--- src/rtl/apu_trigger_sequencer_pkg.sv ---
// Shared constants for the APU trigger sequencer: voice codes, FSM states,
// VGA timing constants and a voice-to-trigger decode helper.
package apu_trigger_sequencer_pkg;

    localparam int unsigned VOICE_W   = 2;
    localparam int unsigned TRIG_W    = 3;
    localparam int unsigned XY_W      = 10;
    localparam int unsigned V_VISIBLE = 480;

    localparam logic [VOICE_W-1:0] VOICE_SAW    = 2'd0;
    localparam logic [VOICE_W-1:0] VOICE_SQUARE = 2'd1;
    localparam logic [VOICE_W-1:0] VOICE_NOISE  = 2'd2;
    localparam logic [VOICE_W-1:0] VOICE_RSVD   = 2'd3;

    typedef enum logic [1:0] {
        ST_IDLE = 2'd0,
        ST_ARM  = 2'd1,
        ST_PLAY = 2'd2,
        ST_GAP  = 2'd3
    } seq_state_t;

    // One-hot trigger vector {noise, square, saw} for a voice; reserved maps to none.
    function automatic logic [TRIG_W-1:0] voice_onehot(input logic [VOICE_W-1:0] v);
        logic [TRIG_W-1:0] oh;
        oh = '0;
        case (v)
            VOICE_SAW:    oh = 3'b001;
            VOICE_SQUARE: oh = 3'b010;
            VOICE_NOISE:  oh = 3'b100;
            default:      oh = 3'b000;
        endcase
        return oh;
    endfunction

endpackage

--- src/rtl/apu_trigger_sequencer_if.sv ---
// Sound-effect request channel: valid/ready handshake carrying voice and duration.
interface apu_trigger_sequencer_if
    import apu_trigger_sequencer_pkg::*;
#(
    parameter int unsigned DUR_W = 4
);
    logic               evt_valid;
    logic               evt_ready;
    logic [VOICE_W-1:0] evt_voice;
    logic [DUR_W-1:0]   evt_frames;

    modport master (output evt_valid, output evt_voice, output evt_frames, input evt_ready);
    modport slave  (input evt_valid, input evt_voice, input evt_frames, output evt_ready);
endinterface

--- src/rtl/apu_trigger_sequencer_fifo.sv ---
// Synchronous request FIFO; push and pop may coincide, a push while full is ignored.
module apu_trigger_sequencer_fifo #(
    parameter int unsigned DEPTH = 4,
    parameter int unsigned WIDTH = 6,
    localparam int unsigned AW = (DEPTH > 1) ? $clog2(DEPTH) : 1,
    localparam int unsigned CW = AW + 1
) (
    input  logic             clk,
    input  logic             reset,
    input  logic             push,
    input  logic [WIDTH-1:0] wdata,
    input  logic             pop,
    output logic [WIDTH-1:0] rdata,
    output logic             full,
    output logic             empty,
    output logic [CW-1:0]    count
);

    logic [WIDTH-1:0] mem [DEPTH];
    logic [AW-1:0]    wr_ptr;
    logic [AW-1:0]    rd_ptr;
    logic [CW-1:0]    cnt;
    logic             push_ok;
    logic             pop_ok;

    assign full    = (cnt == CW'(DEPTH));
    assign empty   = (cnt == '0);
    assign count   = cnt;
    assign rdata   = mem[rd_ptr];
    assign push_ok = push && !full;
    assign pop_ok  = pop && !empty;

    // Storage array; contents need no reset since occupancy is tracked by cnt.
    always_ff @(posedge clk) begin
        if (push_ok) begin
            mem[wr_ptr] <= wdata;
        end
    end

    // Pointers and occupancy; power-of-two depth lets pointers wrap naturally.
    always_ff @(posedge clk) begin
        if (reset) begin
            wr_ptr <= '0;
            rd_ptr <= '0;
            cnt    <= '0;
        end else begin
            if (push_ok) begin
                wr_ptr <= wr_ptr + AW'(1);
            end
            if (pop_ok) begin
                rd_ptr <= rd_ptr + AW'(1);
            end
            case ({push_ok, pop_ok})
                2'b10:   cnt <= cnt + CW'(1);
                2'b01:   cnt <= cnt - CW'(1);
                default: cnt <= cnt;
            endcase
        end
    end

endmodule

--- src/rtl/apu_trigger_sequencer.sv ---
// APU trigger sequencer: queues sound-effect requests and plays each one as a
// level trigger on the saw/square/noise APU inputs for a whole number of video
// frames, aligned to a frame tick decoded from the shared VGA x/y counters.
// Optional build macro APU_SEQ_PREEMPT_EN: a queued noise request cuts a
// playing non-noise voice short at the next frame tick.
module apu_trigger_sequencer
    import apu_trigger_sequencer_pkg::*;
#(
    parameter int unsigned FIFO_DEPTH = 4,
    parameter int unsigned DUR_W      = 4,
    parameter int unsigned V_TICK     = V_VISIBLE
) (
    input  logic                     clk,
    input  logic                     reset,
    apu_trigger_sequencer_if.slave   evt,
    input  logic [XY_W-1:0]          x,
    input  logic [XY_W-1:0]          y,
    output logic                     saw_trigger,
    output logic                     square_trigger,
    output logic                     noise_trigger,
    output logic                     busy
);

    localparam int unsigned FW    = VOICE_W + DUR_W;
    localparam int unsigned CNT_W = $clog2(FIFO_DEPTH) + 1;

    logic               fifo_push;
    logic               fifo_pop;
    logic [FW-1:0]      fifo_rdata;
    logic               fifo_full;
    logic               fifo_empty;
    logic [CNT_W-1:0]   fifo_count;
    logic [CNT_W-1:0]   fifo_count_d;

    logic [VOICE_W-1:0] head_voice;
    logic [DUR_W-1:0]   head_frames;
    logic               head_ok;
    logic               preempt_c;

    logic               xy_match;
    logic               match_q;
    logic               tick;

    seq_state_t         state;
    seq_state_t         state_d;
    logic [VOICE_W-1:0] voice_q;
    logic [VOICE_W-1:0] voice_d;
    logic [DUR_W-1:0]   remaining;
    logic [DUR_W-1:0]   remaining_d;
    logic [TRIG_W-1:0]  trig_q;
    logic [TRIG_W-1:0]  trig_d;
    logic               busy_d;

    assign evt.evt_ready = !fifo_full && !reset;
    assign fifo_push     = evt.evt_valid && evt.evt_ready;

    apu_trigger_sequencer_fifo #(
        .DEPTH (FIFO_DEPTH),
        .WIDTH (FW)
    ) u_fifo (
        .clk   (clk),
        .reset (reset),
        .push  (fifo_push),
        .wdata ({evt.evt_voice, evt.evt_frames}),
        .pop   (fifo_pop),
        .rdata (fifo_rdata),
        .full  (fifo_full),
        .empty (fifo_empty),
        .count (fifo_count)
    );

    assign head_voice  = fifo_rdata[FW-1 -: VOICE_W];
    assign head_frames = fifo_rdata[DUR_W-1:0];
    assign head_ok     = !fifo_empty && (head_voice != VOICE_RSVD) && (head_frames != '0);

`ifdef APU_SEQ_PREEMPT_EN
    assign preempt_c = head_ok && (head_voice == VOICE_NOISE) && (voice_q != VOICE_NOISE);
`else
    assign preempt_c = 1'b0;
`endif

    assign xy_match = (x == '0) && (y == XY_W'(V_TICK));

    // Frame tick: one pulse on the first cycle of a match, so a stalled x cannot retrigger it.
    always_ff @(posedge clk) begin
        if (reset) begin
            match_q <= 1'b0;
            tick    <= 1'b0;
        end else begin
            match_q <= xy_match;
            tick    <= xy_match && !match_q;
        end
    end

    // Next-state, trigger and busy decode for the play sequencer.
    always_comb begin
        state_d     = state;
        voice_d     = voice_q;
        remaining_d = remaining;
        trig_d      = trig_q;
        fifo_pop    = 1'b0;

        case (state)
            ST_IDLE: begin
                trig_d = '0;
                if (!fifo_empty) begin
                    fifo_pop = 1'b1;
                    if (head_ok) begin
                        voice_d     = head_voice;
                        remaining_d = head_frames;
                        state_d     = ST_ARM;
                    end
                end
            end
            ST_ARM: begin
                if (tick) begin
                    trig_d  = voice_onehot(voice_q);
                    state_d = ST_PLAY;
                end
            end
            ST_PLAY: begin
                if (tick) begin
                    remaining_d = remaining - DUR_W'(1);
                    if ((remaining == DUR_W'(1)) || preempt_c) begin
                        trig_d  = '0;
                        state_d = ST_GAP;
                    end
                end
            end
            ST_GAP: begin
                trig_d = '0;
                if (tick) begin
                    state_d = ST_IDLE;
                end
            end
            default: begin
                trig_d  = '0;
                state_d = ST_IDLE;
            end
        endcase

        fifo_count_d = fifo_count + CNT_W'(fifo_push) - CNT_W'(fifo_pop);
        busy_d       = (state_d != ST_IDLE) || (fifo_count_d != '0);
    end

    // Sequencer state, latched request and registered outputs.
    always_ff @(posedge clk) begin
        if (reset) begin
            state     <= ST_IDLE;
            voice_q   <= VOICE_SAW;
            remaining <= '0;
            trig_q    <= '0;
            busy      <= 1'b0;
        end else begin
            state     <= state_d;
            voice_q   <= voice_d;
            remaining <= remaining_d;
            trig_q    <= trig_d;
            busy      <= busy_d;
        end
    end

    assign saw_trigger    = trig_q[0];
    assign square_trigger = trig_q[1];
    assign noise_trigger  = trig_q[2];

endmodule
--- src/flat_wrapper.sv ---
// flat-port wrapper written by rule: the top's interface ports become plain ports
module apu_trigger_sequencer_flat import apu_trigger_sequencer_pkg::*;
#(
    parameter int unsigned FIFO_DEPTH = 4,
    parameter int unsigned DUR_W      = 4,
    parameter int unsigned V_TICK     = V_VISIBLE
)
  (clk, reset, x, y, saw_trigger, square_trigger, noise_trigger, busy, evt_evt_valid, evt_evt_voice, evt_evt_frames, evt_evt_ready);
  apu_trigger_sequencer_if #(.DUR_W(DUR_W)) evt_i ();
  input  logic clk;
  input  logic reset;
  input  logic [XY_W-1:0] x;
  input  logic [XY_W-1:0] y;
  output logic saw_trigger;
  output logic square_trigger;
  output logic noise_trigger;
  output logic busy;
  input wire logic [$bits(evt_i.evt_valid)-1:0] evt_evt_valid;
  input wire logic [$bits(evt_i.evt_voice)-1:0] evt_evt_voice;
  input wire logic [$bits(evt_i.evt_frames)-1:0] evt_evt_frames;
  output wire logic [$bits(evt_i.evt_ready)-1:0] evt_evt_ready;
  assign evt_i.evt_valid = evt_evt_valid;
  assign evt_i.evt_voice = evt_evt_voice;
  assign evt_i.evt_frames = evt_evt_frames;
  assign evt_evt_ready = evt_i.evt_ready;
  apu_trigger_sequencer #(.FIFO_DEPTH(FIFO_DEPTH), .DUR_W(DUR_W), .V_TICK(V_TICK)) u_core (.clk(clk), .reset(reset), .evt(evt_i), .x(x), .y(y), .saw_trigger(saw_trigger), .square_trigger(square_trigger), .noise_trigger(noise_trigger), .busy(busy));
endmodule
--- config.mk ---
export PLATFORM = sky130hd
export DESIGN_NAME = apu_trigger_sequencer_flat
export DESIGN_NICKNAME = d
export VERILOG_FILES = /design/src/rtl/apu_trigger_sequencer_pkg.sv /design/src/rtl/apu_trigger_sequencer_if.sv /design/src/rtl/apu_trigger_sequencer_fifo.sv /design/src/rtl/apu_trigger_sequencer.sv /design/src/flat_wrapper.sv
export SDC_FILE = /design/constraint.sdc
export NUM_CORES = 1
export LEC_CHECK = 0
export ABC_AREA = 1
export CAP_MARGIN = 20
export CORE_MARGIN = 2
export CORE_UTILIZATION = 38
export DETAILED_ROUTE_END_ITERATION = 6
export SKIP_LAST_GASP = 1
export SLEW_MARGIN = 20
export SYNTH_ARGS = -nofsm -noshare
export SYNTH_HDL_FRONTEND = slang
export SYNTH_SLANG_ARGS = --single-unit
--- constraint.sdc ---
create_clock -name clk -period 3.23 [get_ports clk]
set_input_delay 0.4845 -clock clk [delete_from_list [all_inputs] [get_ports clk]]
set_output_delay 0.4845 -clock clk [all_outputs]
set_load 0.05 [all_outputs]
==> flow_summary.toml <==
[drt]
drt-total-wl_um = 4422
via_per_inst = 4.828
drt_iter0_markers = 87
vias = 1714
detail_route.first_pass.iterations = 4
drc = 0
wl_per_cell_um = 12.46
ant_nets = 0

[cells_and_area]
drive_gt1_frac = 0.09541
area_growth_pct = 23.21
antenna_cells = 0
nets = 322
fill_cells = 549

[worst_setup_path]
worstSetupStartpointType = "input pin"
crit_path_top_delay_cell = "clkdlybuf4s50_1"
worst_setup_path_end_kind = "register"
crit_type = "input pin to register"
path_cells = "clkdlybuf4s50_1 > a31oi_2 > nand2_1 > ha_1 > inv_1 > ha_1 > fa_1 > or2_2 > nand4_1 > nand2_1 > nand2_1"
crit_required_ns = 3.48
crit_top_cell = "nand2_1"
max_stage_delay_ns = 0.44
path_max_fanout = 9
arrival_ns = 2.85

[synth]
syn-num-nets = 284
synth_area_per_cell_um2 = 9.102
yosys_warnings = 0
synth_top_area_share = 0.3245
yosys.area.top_type = "edfxtp_1"
async_flop_share = 0
seq_area_frac_synth = 0.5318
synth_area_leaders = "edfxtp_1, dfxtp_1, nand2_1, ha_1, nand3_1"
synth_edf_count = 24
netlist_area_um2 = 2221
ys_types = 30
synth_cells = 244
synth_seq_cells = 47
synthFlopType = "edfxtp_1"
synth_most_common_cell = "nand2_1"
synth_common_cells = "nand2_1, inv_1, edfxtp_1, dfxtp_1, nand3_1"

[power_and_ir_drop]
power.density_nw_per_um2 = 737.4
p_leak_nw = 1.091
ir_drop_uv = 534.5
power_mw = 2.018

[timing]
hold_viol = 0
finClkSkew_ns = 0.009635
slew_viol_final = 0
worstMarginPinSlew_ns = 0.6109
fmax_ghz = 0.3846
fin_crit_sh = 0.8049
finalSetupViolCount = 0
whs_ns = 0.3933
relSlewSlack = 0.5912
fin_tns_setup_ns = 0
fin_crit_ns = 2.600
rsz0062_at_grt = "no"

[cts]
cts-hold-fix-buffers = 0
clockRootBuffer = "clkbuf_8"
numCtsBuffers = 5
clkTransAtPathRegs_ns = 0.09
ctsResizeCount = 0
cts_num_sinks = 47
tritoncts = "yes"
clock_latency_ns = 0.29
cts_max_level = 2
post_cts_buffers = 0
clockBufferDepth = 2

[floorplan]
die_h_um = 80.45
core-area_um2 = 5574
ioPinCount = 34
die_x_um = 80.45
rows = 27
die_area_um2 = 6472
start_util = 0.3984

[global_routing]
grt_pass1_vias = 1549
antenna_found_initial = 0
grt_max_degree = 16
grt_first_pass_wirelength_um = 7258
grt_util_all_layers = 0.1470
overflow = 0

[job]
drv_cap = 0

[outcome]
status = "completed"

[placement]
io_buffer_count = 33
routabilityCongestion = 0.8024
dpl.hpwl_um = 3308

[hold_path]
min_path_type = "register to register"
-- cells by family after synthesis --
| family | share of synthesized area |
|---|---|
| xor+xnor | 0.007889 |
| compound gates | 0.07155 |
| buf+inv | 0.06084 |
| fa+ha+maj | 0.06873 |
| simple gates | 0.2591 |
| flops | 0.5318 |
-- worst max-delay path, delay by kind of cell --
family / cells / cell delay [ns]
adder cells (fa/ha/maj): 3 / 0.96
AND/OR/NAND/NOR: 5 / 0.73
buffers and inverters: 2 / 0.48
AO/OA/AOI/OAI: 1 / 0.20
-- per-stage QoR --
| stage | worst slack [ns] | instance area (um2) | std cells | util |
|---|---|---|---|---|
| 3_3_place_gp | 0.3707 | 2629 | 347 | 0.4716 |
| 5_1_grt | 0.4483 | 2736 | 355 | 0.4909 |
| 3_5_place_dp | 0.3098 | 2629 | 347 | 0.4716 |
| 2_1_floorplan | 0.3589 | 2227 | 244 | - |
| 6_report | 0.6301 | 2736 | 355 | 0.4909 |
| 4_1_cts | 0.6191 | 2736 | 355 | 0.4909 |
-- final timing paths --
kind                 endpoint  slack, ns  cells past startpoint              startpoint
setup reg to reg  u_core.busy       0.73                     11  u_core.u_fifo.count[1]
hold / removal    u_core.tick       0.39                      1          u_core.match_q
hold reg to reg   u_core.tick       0.39                      1          u_core.match_q
setup / recovery  u_core.busy       0.63                     11                   reset
-- layout by cell type, fill, tap and decap left out, drive strengths merged --
master	n
a211oi	1
a21o	1
a21oi	14
a31oi	1
buf	1
bufinv	1
clkbuf	7
clkdlybuf4s50	33
dfxtp	23
edfxtp	24
fa	2
ha	9
inv	29
nand2	62
nand3	23
nand3b	2
nand4	2
nor2	24
nor3	3
nor4	4
o21ai	11
o22ai	2
or2	2
xor2	2
-- per-layer routing --
layer	wire length (um)	up-vias	part of all wire	track usage
li1	-	884	-	-
met1	2046	802	0.46	0.1918
met2	2185	21	0.49	0.2392
met3	132	7	0.030	0.03371
met4	57	0	0.013	0.05085
met5	0	-	0	0
-- flip-flops by register name, summed over array words and instances (netlist names), named ones only --
| signal | count |
|---|---|
| u_core.u_fifo.mem | 24 |
| u_core.remaining | 4 |
| u_core.trig_q | 3 |
| u_core.u_fifo.count | 3 |
| u_core.state | 2 |
| u_core.u_fifo.rd_ptr | 2 |
| u_core.u_fifo.wr_ptr | 2 |
| u_core.voice_q | 2 |
| u_core.busy | 1 |
| u_core.match_q | 1 |
| u_core.tick | 1 |
-- final cells by class --
type,count,area (um2),area share
Clock buffer,7,77.57,0.02835
Inverter,29,108.9,0.03978
Timing Repair Buffer,34,337.8,0.1235
Clock inverter,1,30.03,0.01097
Tap cell,72,90.09,0.03292
Multi-Input combinational cell,165,910.9,0.3329
Sequential cell,47,1181,0.4316
-- where the power goes --
part | internal (mW) | leakage, nW | switching [mW]
Sequential | 0.721 | 0.407 | 0.0743
Clock | 0.235 | 0.0554 | 0.185
Combinational | 0.305 | 0.629 | 0.498
Note: power is estimated with default switching activity, not from simulation.
